===== src/rtl/j1_io_pkg.sv =====
// Shared definitions for the J1 I/O interconnect: FSM encoding, default
// read value, status page layout and the saturating error-count helper.
package j1_io_pkg;

    // Request FSM states; one transaction walks IDLE -> REQ -> WAIT -> DONE.
    typedef enum logic [1:0] {
        ST_IDLE = 2'd0,
        ST_REQ  = 2'd1,
        ST_WAIT = 2'd2,
        ST_DONE = 2'd3
    } state_t;

    // Value returned on unmapped pages, timeouts and protocol errors.
    localparam logic [15:0] DEFAULT_DIN_C = 16'h0666;

    // Default page map: slot 0 at BASE_PAGE_C, status registers at STAT_PAGE_C.
    localparam logic [7:0] BASE_PAGE_C = 8'h67;
    localparam logic [7:0] STAT_PAGE_C = 8'h7F;

    // Offsets inside the status page.
    localparam logic [7:0] STAT_OFS_CNT  = 8'h00;  // read err_cnt, write clears it
    localparam logic [7:0] STAT_OFS_ADDR = 8'h01;  // read address of last failure

    localparam logic [7:0] ERR_CNT_MAX = 8'hFF;

    // Error counter increment that sticks at its maximum instead of wrapping.
    function automatic logic [7:0] sat_inc(input logic [7:0] v);
        return (v == ERR_CNT_MAX) ? v : v + 8'd1;
    endfunction

endpackage


===== src/rtl/j1_io_page_decode.sv =====
// Combinational page decoder: maps an 8-bit I/O page to a slot hit with its
// slot index, or to the internal status page.
module j1_io_page_decode
    import j1_io_pkg::*;
#(
    parameter int         N_SLAVES  = 8,
    parameter int         SLOT_W    = 3,
    parameter logic [7:0] BASE_PAGE = BASE_PAGE_C,
    parameter logic [7:0] STAT_PAGE = STAT_PAGE_C
) (
    input  logic [7:0]        page,
    output logic              hit,
    output logic [SLOT_W-1:0] slot,
    output logic              stat_hit
);

    localparam logic [8:0] N_SLAVES_9 = 9'(N_SLAVES);

    // Page offset from slot 0, one bit wider so pages below BASE_PAGE cannot alias.
    logic [8:0] rel;

    // Range check against the slot window plus exact match for the status page.
    always_comb begin
        rel      = {1'b0, page} - {1'b0, BASE_PAGE};
        hit      = (page >= BASE_PAGE) && (rel < N_SLAVES_9);
        slot     = rel[SLOT_W-1:0];
        stat_hit = (page == STAT_PAGE);
    end

endmodule


===== src/rtl/j1_io_interconnect.sv =====
// J1 I/O bus fabric: decodes the master's page to one of N_SLAVES slots,
// runs a registered request FSM with per-slave ack and timeout, and serves
// an internal status page holding an error counter and last failing address.
module j1_io_interconnect
    import j1_io_pkg::*;
#(
    parameter int                N_SLAVES    = 8,
    parameter int                DATA_W      = 16,
    parameter int                ADDR_W      = 16,
    parameter int                SADDR_W     = 8,
    parameter logic [7:0]        BASE_PAGE   = BASE_PAGE_C,
    parameter logic [7:0]        STAT_PAGE   = STAT_PAGE_C,
    parameter int                TIMEOUT     = 15,
    parameter logic [DATA_W-1:0] DEFAULT_DIN = DATA_W'(DEFAULT_DIN_C)
) (
    input  logic                         sys_clk_i,
    input  logic                         sys_rst_i,
    // J1 master side
    input  logic                         m_rd,
    input  logic                         m_wr,
    input  logic [ADDR_W-1:0]            m_addr,
    input  logic [DATA_W-1:0]            m_dout,
    output logic [DATA_W-1:0]            m_din,
    output logic                         m_busy,
    output logic                         m_done,
    output logic                         m_err,
    // slave side
    output logic [N_SLAVES-1:0]          s_cs,
    output logic                         s_rd,
    output logic                         s_wr,
    output logic [SADDR_W-1:0]           s_addr,
    output logic [DATA_W-1:0]            s_dout,
    input  logic [N_SLAVES*DATA_W-1:0]   s_din,
    input  logic [N_SLAVES-1:0]          s_ack
);

    localparam int SLOT_W = (N_SLAVES > 1) ? $clog2(N_SLAVES) : 1;

    state_t state_q, state_d;

    // Transaction captured in IDLE
    logic                rd_q, wr_q;
    logic [ADDR_W-1:0]   addr_q;
    logic [DATA_W-1:0]   dout_q;
    logic [SLOT_W-1:0]   slot_q;

    // Wait-phase bookkeeping
    logic [7:0]          timer_q;
    logic                ack_pend_q;  // ack already seen during REQ
    logic [DATA_W-1:0]   cap_q;       // read data captured with that early ack

    // Completion and status
    logic                err_q;
    logic [DATA_W-1:0]   din_q;
    logic [7:0]          err_cnt_q;
    logic [ADDR_W-1:0]   err_addr_q;

    // Decode of the live master address
    logic                dec_hit, dec_stat;
    logic [SLOT_W-1:0]   dec_slot;

    logic                strobe;
    logic                sel_ack;
    logic [DATA_W-1:0]   sel_din;
    logic                timeout_hit;
    logic [DATA_W-1:0]   stat_rdata;

    // Completion of the current transaction (asserted on the edge into DONE)
    logic                fin;
    logic                fin_err;
    logic                fin_rd;
    logic                fin_clr;
    logic [ADDR_W-1:0]   fin_addr;
    logic [DATA_W-1:0]   fin_rdata;
    logic                ack_ok;

    j1_io_page_decode #(
        .N_SLAVES  (N_SLAVES),
        .SLOT_W    (SLOT_W),
        .BASE_PAGE (BASE_PAGE),
        .STAT_PAGE (STAT_PAGE)
    ) u_page_decode (
        .page     (m_addr[ADDR_W-1 -: 8]),
        .hit      (dec_hit),
        .slot     (dec_slot),
        .stat_hit (dec_stat)
    );

    assign strobe      = m_rd | m_wr;
    assign sel_ack     = s_ack[slot_q];
    assign sel_din     = s_din[int'(slot_q)*DATA_W +: DATA_W];
    assign timeout_hit = (timer_q == 8'(TIMEOUT - 1));

    // Status page read value, selected by the live offset since status
    // accesses complete straight out of IDLE.
    always_comb begin
        // NOTE: every always_comb output gets a default first so no path leaves it unassigned (no latch).
        stat_rdata = DEFAULT_DIN;
        if (m_addr[7:0] == STAT_OFS_CNT) begin
            stat_rdata = DATA_W'(err_cnt_q);
        end else if (m_addr[7:0] == STAT_OFS_ADDR) begin
            stat_rdata = DATA_W'(err_addr_q);
        end
    end

    // FSM state register.
    always_ff @(posedge sys_clk_i) begin
        // NOTE: sequential state uses non-blocking assignments so all flops update together at the edge.
        if (sys_rst_i) begin
            state_q <= ST_IDLE;
        end else begin
            state_q <= state_d;
        end
    end

    // FSM next-state logic; strobes outside IDLE are simply not looked at.
    always_comb begin
        state_d = state_q;
        unique case (state_q)
            ST_IDLE: begin
                if (strobe) begin
                    if ((m_rd && m_wr) || dec_stat || !dec_hit) begin
                        state_d = ST_DONE;
                    end else begin
                        state_d = ST_REQ;
                    end
                end
            end
            ST_REQ:  state_d = ST_WAIT;
            ST_WAIT: begin
                if (sel_ack || ack_pend_q || timeout_hit) begin
                    state_d = ST_DONE;
                end
            end
            ST_DONE: state_d = ST_IDLE;
            default: state_d = ST_IDLE;
        endcase
    end

    // Completion decode: error flag, read result and status-clear request.
    always_comb begin
        fin       = 1'b0;
        fin_err   = 1'b0;
        fin_rd    = 1'b0;
        fin_clr   = 1'b0;
        fin_addr  = addr_q;
        fin_rdata = DEFAULT_DIN;
        ack_ok    = sel_ack || ack_pend_q;
        unique case (state_q)
            ST_IDLE: begin
                if (strobe && (state_d == ST_DONE)) begin
                    fin      = 1'b1;
                    fin_rd   = m_rd;
                    fin_addr = m_addr;
                    // Anything finishing from IDLE that is not a clean status access failed.
                    fin_err  = (m_rd && m_wr) || !dec_stat;
                    fin_rdata = fin_err ? DEFAULT_DIN : stat_rdata;
                    fin_clr  = !fin_err && m_wr && (m_addr[7:0] == STAT_OFS_CNT);
                end
            end
            ST_WAIT: begin
                if (state_d == ST_DONE) begin
                    fin     = 1'b1;
                    fin_rd  = rd_q;
                    fin_err = !ack_ok;
                    if (ack_pend_q) begin
                        fin_rdata = cap_q;
                    end else if (sel_ack) begin
                        fin_rdata = sel_din;
                    end
                end
            end
            default: ;
        endcase
    end

    // Datapath: request capture, timeout timer, read data and error status.
    always_ff @(posedge sys_clk_i) begin
        if (sys_rst_i) begin
            rd_q       <= 1'b0;
            wr_q       <= 1'b0;
            addr_q     <= '0;
            dout_q     <= '0;
            slot_q     <= '0;
            timer_q    <= '0;
            ack_pend_q <= 1'b0;
            cap_q      <= '0;
            err_q      <= 1'b0;
            din_q      <= DEFAULT_DIN;
            err_cnt_q  <= '0;
            err_addr_q <= '0;
        end else begin
            if ((state_q == ST_IDLE) && strobe) begin
                rd_q   <= m_rd;
                wr_q   <= m_wr;
                addr_q <= m_addr;
                dout_q <= m_dout;
                slot_q <= dec_slot;
            end

            // An ack arriving alongside the REQ strobe is remembered and
            // honoured in the first WAIT cycle.
            if (state_q == ST_REQ) begin
                timer_q    <= '0;
                ack_pend_q <= sel_ack;
                cap_q      <= sel_din;
            end else if (state_q == ST_WAIT) begin
                timer_q <= timer_q + 8'd1;
            end

            if (fin) begin
                err_q <= fin_err;
                if (fin_rd) begin
                    din_q <= fin_rdata;
                end
            end

            if (fin_clr) begin
                err_cnt_q <= '0;
            end else if (fin && fin_err) begin
                err_cnt_q <= sat_inc(err_cnt_q);
            end

            if (fin && fin_err) begin
                err_addr_q <= fin_addr;
            end
        end
    end

    // FSM outputs decoded from the registered state.
    always_comb begin
        m_busy = (state_q != ST_IDLE);
        m_done = (state_q == ST_DONE);
        m_err  = (state_q == ST_DONE) && err_q;
        s_cs   = '0;
        s_rd   = 1'b0;
        s_wr   = 1'b0;
        if ((state_q == ST_REQ) || (state_q == ST_WAIT)) begin
            s_cs[slot_q] = 1'b1;
        end
        if (state_q == ST_REQ) begin
            s_rd = rd_q;
            s_wr = wr_q;
        end
    end

    assign m_din  = din_q;
    assign s_addr = addr_q[SADDR_W-1:0];
    assign s_dout = dout_q;

endmodule


===== config.mk =====
export PLATFORM = sky130hd
export DESIGN_NAME = j1_io_interconnect
export DESIGN_NICKNAME = d
export VERILOG_FILES = /design/src/rtl/j1_io_pkg.sv /design/src/rtl/j1_io_page_decode.sv /design/src/rtl/j1_io_interconnect.sv
export SDC_FILE = /design/constraint.sdc
export NUM_CORES = 1
export LEC_CHECK = 0
export BUFFER_PORTS_ARGS = -buffer_cell sky130_fd_sc_hd__buf_4
export CAP_MARGIN = 25
export CORE_MARGIN = 4
export CORE_UTILIZATION = 54
export CTS_BUF_LIST = sky130_fd_sc_hd__clkbuf_16
export CTS_CLUSTER_DIAMETER = 30
export CTS_CLUSTER_SIZE = 14
export DETAILED_ROUTE_END_ITERATION = 6
export PLACE_DENSITY = 0.93
export RECOVER_POWER = 100
export SLEW_MARGIN = 20
export SYNTH_ARGS = -nofsm -noshare
export SYNTH_HDL_FRONTEND = slang
export SYNTH_HIERARCHICAL = 1
export SYNTH_SLANG_ARGS = --single-unit

===== constraint.sdc =====
create_clock -name sys_clk_i -period 4.55 [get_ports sys_clk_i]
set_clock_uncertainty 0.2 [all_clocks]
set_input_delay 0.2275 -clock sys_clk_i [delete_from_list [all_inputs] [get_ports sys_clk_i]]
set_output_delay 0.2275 -clock sys_clk_i [all_outputs]
set_load 0.02 [all_outputs]

* Word-level counts from Yosys, hierarchy flattened
Cells that the tools add are included.
** Word-level totals
- Register bits after elaboration :: 105
- Bits of input ports :: 172
- Output and inout port bits :: 53
- Logic and storage cells :: 89
** Operators by class
- $add $sub $neg :: 3
- Order comparisons :: 4
- Eq/ne operators :: 8
- Shifts and indexed selects :: 1
- Muxes and demuxes :: 32
- Bitwise operators :: 2
- Reductions and logical operators :: 26
** Operators with widths (number)
- 16-bit 2-to-1 mux :: 9
- 128-bit by 8-bit variable part select with 16-bit output :: 1
- 16-bit case mux with 2 select lines :: 1
- 8-bit by 1-bit adder with 8-bit output (second input constant) :: 2
- 1-bit 2-to-1 mux :: 12
- 1-bit logical AND :: 9
- 9-bit by 4-bit less-than comparator with 1-bit output (second input constant) :: 1
- 8-bit by 7-bit subtractor with 9-bit output (second input constant) :: 1
- 8-bit by 1-bit == test with 1-bit output (second input constant) :: 1
- 8-bit by 4-bit == test with 1-bit output (second input constant) :: 1
- 8-bit by 7-bit == test with 1-bit output (second input constant) :: 1
- 8-bit == test (second input constant) :: 1
- 8-bit by 7-bit >= comparator with 1-bit output (second input constant) :: 1
- 8-bit logical NOT :: 1
- 8-bit 2-to-1 mux :: 1
- 2-bit case mux with 4 select lines :: 1
- 2-bit == test (second input constant) :: 3
- 1-bit logical OR :: 6
- 2-bit 2-to-1 mux :: 3
- 1-bit case mux with 2 select lines :: 3
- 1-bit logical NOT :: 4
- 3-bit by 4-bit less-than comparator with 1-bit output (second input constant) :: 1
- 2-bit AND reduction :: 2
- 2-bit OR reduction :: 2
- 8 further kinds :: 8

* Depth between registers and ports, before layout
- Depth after elaboration :: 14
- Gate-level depth with buffers :: 12
- Mapped depth without buffers :: 10

* By module
Netlist, hierarchy kept.
** By module, submodules not included
- j1_io_interconnect :: instances 1, cells an instance 670, area an instance 5891.9 um2, seq. area each 2102.0 um2
- j1_io_page_decode :: instances 1, cells an instance 11, area an instance 75.1 um2, seq. area each 0.0 um2

* Worst setup path after synthesis
No wires, ideal clock.
- Path kind :: input-to-reg
- Start point :: input m_addr[8]
- End point :: register din_q[1], in the netlist m_din[1]
- Setup time :: 0.122 ns
- Arrival time :: 2.601 ns
- Required time :: 4.228 ns
- Path slack :: 1.627 ns
- Cell stages on the path :: 12
- Path buffers :: 3
- Cell sequence :: ha_1 xnor2_1 or3_1 a21oi_1 nand2b_1 maj3_1 buf_2 and3_1 or2_2 clkbuf_1 buf_2 o32a_1
** On the way
- Longest elaborated chain between the ends :: 13
- Elaborated cells between the ends (all ways) :: 26
- Classes of those cells :: 1 x add/sub; 2 x order compare; 2 x eq/ne; 13 x mux; 8 x reduce/logical
** RTL lines
- start: declaration :: RTL line j1_io_interconnect.sv:21 : input logic [ADDR_W-1:0] m_addr,
- 8-bit by 7-bit subtractor with 9-bit output :: RTL line j1_io_page_decode.sv:24 : rel = {1'b0, page} - {1'b0, BASE_PAGE};
- 9-bit by 4-bit less-than comparator with 1-bit output :: RTL line j1_io_page_decode.sv:25 : hit = (page >= BASE_PAGE) && (rel < N_SLAVES_9);
- 1-bit logical AND (*) :: RTL line j1_io_page_decode.sv:25
- named net dec_hit :: RTL line j1_io_interconnect.sv:59 : logic dec_hit, dec_stat;
- 1-bit logical NOT (*) :: RTL line j1_io_interconnect.sv:122 : if ((m_rd && m_wr) || dec_stat || !dec_hit) begin
- 1-bit logical OR (*) :: RTL line j1_io_interconnect.sv:122
- 2-bit 2-to-1 mux (*) :: RTL line j1_io_interconnect.sv:122
- 2-bit 2-to-1 mux (*) :: RTL line j1_io_interconnect.sv:121 : if (strobe) begin
- 2-bit case mux with 4 select lines (*) :: RTL line j1_io_interconnect.sv:119 : unique case (state_q)
- 2-bit == test (*) :: RTL line j1_io_interconnect.sv:151, j1_io_interconnect.sv:162
- 1-bit logical AND :: RTL line j1_io_interconnect.sv:151 : if (strobe && (state_d == ST_DONE)) begin
- 1-bit 2-to-1 mux :: RTL line j1_io_interconnect.sv:151
- 1-bit case mux with 2 select lines :: RTL line j1_io_interconnect.sv:149 : unique case (state_q)
- 2-bit AND reduction (no source line)
- end signal: assignment :: RTL line j1_io_interconnect.sv:214 : din_q <= fin_rdata;
- end: declaration :: RTL line j1_io_interconnect.sv:54 : logic [DATA_W-1:0] din_q;
The timed path passes the listed nets; every way through them passes the cells marked *.
A chain may end at the register's enable or synchronous reset.

* Worst setup path after layout
- Start point :: register state_q[0]
- End point :: register err_addr_q[10]
** On the way
- Longest elaborated chain between the ends :: 7
- Elaborated cells between the ends (all ways) :: 18
- Classes of those cells :: 4 x eq/ne; 11 x mux; 3 x reduce/logical
** RTL lines
- start: declaration :: RTL line j1_io_interconnect.sv:39 : state_t state_q, state_d;
- start signal: assignment :: RTL line j1_io_interconnect.sv:112 : state_q <= state_d;
- 2-bit == test, or another cell as far along :: RTL line j1_io_interconnect.sv:119
- 2-bit case mux with 4 select lines :: RTL line j1_io_interconnect.sv:119
- 2-bit == test :: RTL line j1_io_interconnect.sv:151, j1_io_interconnect.sv:162
- 1-bit logical AND :: RTL line j1_io_interconnect.sv:151
- 1-bit 2-to-1 mux :: RTL line j1_io_interconnect.sv:151
- 1-bit case mux with 2 select lines :: RTL line j1_io_interconnect.sv:149
- 1-bit logical AND :: RTL line j1_io_interconnect.sv:224 : if (fin && fin_err) begin
- end signal: assignment :: RTL line j1_io_interconnect.sv:225 : err_addr_q <= fin_addr;
- end: declaration :: RTL line j1_io_interconnect.sv:56 : logic [ADDR_W-1:0] err_addr_q;
Parallel ways exist; a longest one is shown, timed or not.

==> Implementation_results.wiki <==
{| class="wikitable"
! Metric !! Value
|-
| Post-synth top flop || sky130_fd_sc_hd__dfxtp_1
|-
| Number of max-capacitance violations reported || 1
|-
| Number of buffers added for setup after CTS || 0
|-
| Starting utilization of the core area || a little under three fifths
|-
| Global-route wire length before repair || just under 30000 um
|-
| Result of the run || finished, violations left
|-
| Path category of the worst min-delay check || in -> reg
|-
| Required time of the critical path || between 4 and 5 ns
|-
| DR vias || a little over 6000
|-
| Post-synthesis to final-layout area growth || 33.2%
|-
| Quantity of I/O buffers inserted on ports || between 200 and 250
|-
| Clock Path Buffers || 2
|-
| Time the final worst path needs with I/O delays and setup || roughly 3.8 ns
|-
| Utilization of the core after routing || roughly three quarters
|-
| Final Max Slew Viols || 38
|-
| Critical path peak fanout || 38
|-
| Fraction of synthesis flops using an asynchronous set or reset pin || 0%
|-
| Routed WL || 19200 um
|-
| Synth cell types || between 50 and 60
|-
| Critical Path Start Type || flip-flop
|-
| Violated checks || capacitance limit, slew limit
|-
| Total design power || approximately 3.4 mW
|-
| 1st-pass router iterations || 7
|-
| Die area || ~13000 um2
|-
| Congestion Overflow GR || 0
|-
| Vias in the first global route || roughly 6000
|-
| Syn Nets || roughly 860
|-
| Worst vdd rail ir drop || 0.000344 V
|-
| Worst slew slack as a fraction of its limit || -8.51%
|-
| Period utilization || 83.6%
|-
| Standard-cell row count || 38
|-
| Final number of hold-violating endpoints || 0
|-
| Top cells by instance count after synthesis || sky130_fd_sc_hd__nand2_1, sky130_fd_sc_hd__dfxtp_1, sky130_fd_sc_hd__nor2_1
|-
| Routed length per instance || 18.5 um
|-
| Post-route DRC || 0
|-
| Synth top area share || 35.2%
|-
| DPL Wire Length || approximately 14000 um
|-
| Cell area after synthesis || approximately 6000 um2
|-
| Latest clock arrival within the worst-skew pair || 0.36 ns
|-
| Inserted Clock Buffers || 9
|-
| Initial antenna violation count || 0
|-
| Die outline height || 113 um
|-
| Die Span X || about 110 um
|-
| Slew @ Worst Pin || about 1.6 ns
|-
| Post-layout net count || 1069
|-
| Drt initial violations || about 520
|-
| Total of flip-flops plus latches after synthesis || about 110
|-
| Final setup violation count || 0
|-
| Arrival time reported for the critical path endpoint || 3.85 ns
|-
| RSZ-0062 raised after global routing || false
|-
| Critical path class || reg -> reg
|-
| Pin count of the biggest net entering global routing || 94
|-
| Post-route setup slack || between 0.7 and 0.8 ns
|-
| Power density of the placed cells || roughly 430 nW/um2
|-
| Clock-pin transition on the worst setup and hold timing paths || 0.07 ns
|-
| Average instance area after synthesis || 8.76 um2
|-
| Number of flops mapped to enable cells by yosys || 0
|-
| Fraction of final layout cells with drive strength greater than 1 || 27.2%
|-
| Dominant cell by count in the synthesized netlist || sky130_fd_sc_hd__nand2_1
|-
| Clock H-tree levels || 3
|-
| CP endpoint kind || flip-flop
|-
| Root Buffer Master || sky130_fd_sc_hd__clkbuf_16
|-
| Number of sinks driven by the clock tree || around 110
|-
| CTS tree || done
|-
| Placed Cells || roughly 1000
|-
| Max stage delay on crit path || between 0.6 and 0.7 ns
|-
| Leakage power || just over 3 nW
|-
| Vias per Instance || about 6.0
|-
| Post-DRT Antenna Nets || 0
|-
| Count of non-filler cells in the finished layout || slightly above 1000
|-
| Final-layout setup total negative slack || 0 ns
|-
| Sequential-to-total area share from yosys stat || between 30% and 40%
|-
| Synth warnings || 6
|-
| Standard cell core area || ~11000 um2
|-
| Final antenna diode count || 0
|-
| Pre-CTS setup slack || around 1.0 ns
|-
| Synth area leaders || sky130_fd_sc_hd__dfxtp_1, sky130_fd_sc_hd__mux4_2, sky130_fd_sc_hd__nand2_1
|-
| Count of boundary I/O pins || 225
|-
| Top cell type by total area after synthesis || sky130_fd_sc_hd__dfxtp_1
|-
| Cell-by-cell trace of the critical path || inv_1 > ha_1 > inv_1 > nor2_2 > buf_4 > nor2_1 > o41ai_1 > clkbuf_2 > nor2_1 > a211oi_1
|-
| Highest attainable clock frequency || 263 MHz
|-
| Overall track demand over capacity in global routing || just under 30%
|-
| Number of cells produced by synthesis || approximately 680
|-
| Crit-path slowest cell || sky130_fd_sc_hd__ha_1
|-
| Gpl congestion || around 0.87
|}
through the flow:
step / hold WS, ns / area (um2)
floorplan: 0.163 / 5970
global placement: 0.239 / 7580
detailed placement: 0.247 / 7590
CTS: 0.00214 / 8180
global route: 0.0104 / 7950
finish: 0.00130 / 7950
registers in the layout, summed over array words and instances, names as in the netlist:
signal	cells
err_q	1
state_q	2
slot_q	3
m_din	16
err_cnt_q	8
err_addr_q	16
timer_q	8
wr_q	1
addr_q	16
ack_pend_q	1
cap_q	16
rd_q	1
s_dout	16
report_power, final:
| part | leakage, nW | switching [mW] | internal, mW |
|---|---|---|---|
| clock | 0.143 | 0.353 | 0.372 |
| combinational | 2.09 | 0.847 | 0.572 |
| sequential | 0.862 | 0.147 | 1.11 |
cell usage in the layout, fill, tap and decap left out, drive strengths merged, types with 8 or more instances in the layout:
master and n:
a311oi 15, o31ai 11, nor2 64, o21ai 12, inv 11, mux2i 37, nand3 16, a21oi 55
nand2 119, clkbuf 64, buf 176, dlygate4sd3 31, ha 8, dfxtp 105, mux4 32, or2 9
a211oi 30, nand2b 10, nor3 16
critical path, delay by kind of cell (launching register included):
family / cells / cell delay, ns
buffers and inverters: 4 / 1.48
AOI/OAI and AO/OA: 2 / 0.58
and+or+nand+nor: 3 / 0.41
DFF: 1 / 0.35
adders and majority gates: 1 / 0.66
repair_timing:
item                                    in CTS  in global routing
endpoints found under the setup margin       0                  0
hold buffers                                31                  0
endpoints found under the hold margin       38                  0
gates resized for setup                      0                  0
routing by layer:
layer	vias up	track usage, %	routed length, um
li1	2873	-	-
met5	-	0	0
met2	330	48.7	9570
met3	77	7.11	1490
met4	0	12.3	785
met1	2902	35.7	7310
worst paths after layout:
check,from,to,slack (ns),cells after the start
worst max-delay path,state_q[0],err_addr_q[10],0.75,10
worst min-delay path,m_wr,wr_q,0.001,3
worst max register to register,state_q[0],err_addr_q[10],0.75,10
worst min register to register,s_dout[3],s_dout[3],0.26,2
cell families (layout without fill, tap and decap cells):
family	count (synthesis)	count (layout)	synth area share, %
simple gates	269	269	20.3
mux	72	72	19.0
flops	105	105	35.2
xor+xnor	8	8	1.30
fa+ha+maj	10	10	2.01
compound gates	145	145	16.6
buf+inv	72	285	5.58
final cells by class:
| type | instances | area [um2] |
|---|---|---|
| multi-input cells | 504 | 3530 |
| fillers | 826 | 2890 |
| inverters | 7 | 26.3 |
| flip-flops and latches | 105 | 2100 |
| repair buffers | 262 | 1840 |
| clock inverters | 7 | 47.5 |
| clock buffers | 9 | 225 |
| well taps | 140 | 175 |
Power figures use the tool's default switching activity.
